==> config.mk <==
export PLATFORM = sky130hd
export DESIGN_NAME = out_buffer
export DESIGN_NICKNAME = d
export VERILOG_FILES = /design/src/rtl/zero_pkg.sv /design/src/rtl/out_buffer.sv
export SDC_FILE = /design/constraint.sdc
export NUM_CORES = 1
export LEC_CHECK = 0
export ABC_AREA = 1
export BUFFER_PORTS_ARGS = -buffer_cell sky130_fd_sc_hd__buf_2
export CORE_MARGIN = 2
export CORE_UTILIZATION = 50
export CTS_BUF_LIST = sky130_fd_sc_hd__clkbuf_8
export DETAILED_ROUTE_END_ITERATION = 6
export PLACE_DENSITY = 0.65
export SYNTH_ARGS = -nofsm -noshare
export SYNTH_HDL_FRONTEND = slang
export SYNTH_SLANG_ARGS = --single-unit
==> constraint.sdc <==
create_clock -name clock -period 3.2 [get_ports clock]
set_input_delay 0.16 -clock clock [delete_from_list [all_inputs] [get_ports clock]]
set_output_delay 0.16 -clock clock [all_outputs]
set_load 0.005 [all_outputs]
==> src/rtl/zero_pkg.sv <==
// zero_pkg: shared word width, word type and checker state encoding for the
// test-program executor back end.
package zero_pkg;

    localparam int MemoryElementWidth = 12;

    typedef logic [MemoryElementWidth-1:0] mem_word_t;

    typedef enum logic [1:0] {
        IDLE    = 2'd0,
        CAPTURE = 2'd1,
        CHECK   = 2'd2,
        DONE    = 2'd3
    } out_check_state_t;

    // True when a captured word differs from its expected value
    function automatic logic wordsDiffer(input mem_word_t observed, input mem_word_t expected);
        return (observed != expected);
    endfunction

endpackage

==> src/rtl/out_buffer.sv <==
// out_buffer: circular capture RAM for executor `out` words. Tracks the write
// position, a fill count that saturates at the depth, and a sticky overflow flag.
module out_buffer
    import zero_pkg::*;
#(
    parameter int NOut       = 100,
    parameter int AddrWidth  = (NOut > 1) ? $clog2(NOut) : 1,
    parameter int CountWidth = $clog2(NOut + 1)
) (
    input  logic                          clock,
    input  logic                          reset,
    input  logic                          wrEn,
    input  logic [MemoryElementWidth-1:0] wrData,
    input  logic [AddrWidth-1:0]          rdAddr,
    output logic [MemoryElementWidth-1:0] rdData,
    output logic [AddrWidth-1:0]          wrPtr,
    output logic [CountWidth-1:0]         count,
    output logic                          overflow
);

    localparam logic [AddrWidth-1:0]  LastPtr = AddrWidth'(NOut - 1);
    localparam logic [CountWidth-1:0] Full    = CountWidth'(NOut);

    mem_word_t mem_r [NOut];

    // Storage array; contents are only meaningful up to the fill count
    always_ff @(posedge clock) begin
        if (wrEn) begin
            mem_r[wrPtr] <= wrData;
        end
    end

    assign rdData = mem_r[rdAddr];

    // Write pointer wraps at the depth; count saturates and a write when full is sticky overflow
    always_ff @(posedge clock or posedge reset) begin
        if (reset) begin
            wrPtr    <= {AddrWidth{1'b0}};
            count    <= {CountWidth{1'b0}};
            overflow <= 1'b0;
        end else if (wrEn) begin
            wrPtr <= (wrPtr == LastPtr) ? {AddrWidth{1'b0}} : wrPtr + AddrWidth'(1);
            if (count == Full) begin
                overflow <= 1'b1;
            end else begin
                count <= count + CountWidth'(1);
            end
        end
    end

endmodule

==> impl_results.md <==
* WP data required at 3.04 ns
* PortBufs at 48
* DPL Wire Length at 71,300 um
* CP Capture Type: output pin
* Distinct cell type count after synthesis at 29
* Cells along the critical path: nand2_1 -> nand3_1 -> nand3_1 -> nand3_1 -> nand2_1 -> nand2_1 -> nand3_1 -> nand2_1 -> nand2_1 -> nand2_1 -> buf_2
* Syn_nets at 4,274
* Routability congestion estimate at 0.830
* Fmax at 0.362 GHz
* DRT Pass-1 Iters at 5
* YS warnings at 0
* RR Startpoint: wrPtr[0]
* Synthesized flop and latch total at 1,215
* Max stage delay cell, worst path: edfxtp_1
* Layout cells sized above 1 at 0.101
* Placed cells at 5,499
* CP startpoint kind: flop
* FP Rows at 115
* CTS HTree Levels at 4
* Crit path time final at 2.76 ns
* Avg WL per Cell at 22.2 um
* CTS Buffer Depth at 3
* Pin count of the biggest net entering global routing at 115
* Final ANT Viol Nets at 0
* Initial antenna violation count at 3
* Crit Path Category: reg2out
* Global-route wire length before repair at 196,000 um
* Status: completed
* NumNets Final at 4,441
* Final Hold Fails at 0
* Die Wd at 319 um
* DR vias/cell at 5.66
* Total number of vias at 33,200
* Post_cts resized at 0
* DR DRC count at 0
* CTS tree: done
* Power per cell area at 588 mW/mm^2
* Clock transition at path regs at 0.06 ns
* Post-Syn Area at 0.0498 sq mm
* Post-Route WL at 130,000 um
* Post-synth ARST share at 0.0123
* RSZ-0062 raised after global routing: no
* Hold WC Path Type: in2reg
* Max cap viols at 0
* CP dominant cell by count: nand2_1
* Relative slew margins at 0.216
* Area delta synth->final at 11.3%
* CTS Buf Count at 192
* Sink Count at 1,215
* Hold Startpoint: wrData[6]
* Initial Util at 0.505
* Top-level port count at 49
* Root Driver: clkbuf_8
* Initial drt markers at 3,900
* Worst stage delay on the critical path at 0.37 ns
* Synth Instances at 4,249
* Worst skew pair latency at 0.87 ns
* Postcts setup bufs at 0
* CP startpoint: mem_r[10][9]
* Avg Cell Area, Syn at 11.7 sq um
* Final period utilization at 0.863
* Die Ht at 319 um
* Final Non-Filler Cells at 5,857
* Final core occ at 0.562
* Core Region at 0.0986 sq mm
* Final Slew Violations at 0
* CP max FO at 1
* Fill cells at 8,079
* Lkg Pwr at 20.5 nW
* Setup-failing EPs final at 0
* Setup Skew at 0.0206 ns
* Predominant post-synthesis flop cell: edfxtp_1
* EDFF count, synth at 1,200
* Die area at 0.102 sq mm
* Setup_tns at 0 ns
* Gr ovfl total at 0
* Tightest Pin Transition at 1.18 ns
* WP data arrival at 2.60 ns
* Total Routing Usage GR at 0.255
* Sequential fraction of the synthesis area at 0.732
* Peak supply drop at 0.474 mV
* Via count of the first global-routing pass at 31,400
area by class of cell:
cell class | instances | area, sq um | area share
multi-input cells | 2690 | 11600 | 0.209
flip-flops and latches | 1215 | 36400 | 0.657
well taps | 1287 | 1610 | 0.0291
diodes | 5 | 12.5 | 0.000226
repair buffers | 241 | 2150 | 0.0387
inverters | 76 | 312 | 0.00562
clock inverters | 148 | 661 | 0.0119
clock buffers | 195 | 2680 | 0.0484
worst paths after layout:
| check | end | slack, ns | cells after the start |
|---|---|---|---|
| worst max-delay path | rdData[9] | 0.44 | 11 |
| worst min-delay path | mem_r[43][6] | 0.05 | 1 |
| worst max register to register | mem_r[73][4] | 0.75 | 5 |
| worst min register to register | overflow | 0.49 | 1 |
| max in group asynchronous | wrPtr[4] | 2.15 | 4 |
| min in group asynchronous | count[5] | 0.55 | 4 |
placed cells by master (no fill, tap or decap), types with 12 or more instances in the layout:
cell type	synthesis	routed
clkbuf_8	0	195
nor2_1	193	193
o21ai_0	45	45
o211ai_1	14	14
buf_2	119	33
a21oi_1	18	18
nand3_1	933	933
edfxtp_1	1200	1200
buf_4	27	165
clkinv_2	0	12
clkinv_1	3	41
dfrtp_1	15	15
nand2_1	1450	1450
inv_1	70	153
buf_12	0	30
registers in the layout (all words and copies together) (netlist names):
name / cells
overflow: 1
mem_r: 1200
count: 7
wrPtr: 7
worst max-delay path: cells and delay by family (launching register included):
family / cells / cell delay (ns)
AND/OR/NAND/NOR: 10 / 1.24
flip-flops: 1 / 0.37
buffers and inverters: 1 / 0.14
power breakdown:
group          switching, mW  internal (mW)  total (mW)
Clock                   5.98           5.73        11.7
Sequential             0.177           17.8        18.0
Combinational           2.12          0.745        2.86
synthesized netlist by cell type (7+ instances only):
library cell  instances  area [sq um]
a21oi_1              18          90.1
a221o_1               7          70.1
buf_1                32           120
buf_2               119           596
buf_4                27           203
buf_6                30           338
clkbuf_1             57           214
dfrtp_1              15           375
edfxtp_1           1200         36000
inv_1                70           263
nand2_1            1450          5440
nand3_1             933          4670
nor2_1              193           724
o211ai_1             14           105
o21ai_0              45           225
xor2_1                7          61.3
metrics by stage:
step,cell area [sq um],hold slack (ns),setup WS [ns],total power [mW]
final,55400,0.0464,0.437,32.6
after detailed placement,51900,0.311,0.606,21.2
after global placement,51900,0.314,0.587,21.1
after global routing,55400,0.0688,0.333,33.7
after floorplan,49800,0.0615,0.804,19.8
after CTS,55400,0.0121,0.421,32.7
cells by family (layout without fill, tap and decap cells):
family                     after synthesis  after routing  synth area share
AOI/OAI and AO/OA                       98             98            0.0118
xor gates and xnor gates                 7              7           0.00123
adders and majority gates                3              3          0.000754
buffers and inverters                  344            660            0.0362
DFF                                   1215           1215             0.732
other                                    0              5                 0
and+or+nand+nor                       2582           2582             0.218
metal layers:
layer	up-vias	GRT usage	share of wire
met5	-	0	0.00010
met4	2	0.0978	0.033
met3	278	0.0470	0.084
met2	1473	0.395	0.47
met1	16200	0.362	0.42
li1	15200	-	-
timing repair:
action	in CTS	in global routing
hold buffers	10	0
endpoints found under the setup margin	0	0
endpoints found under the hold margin	306	0
(Power assumes the default switching activity.)
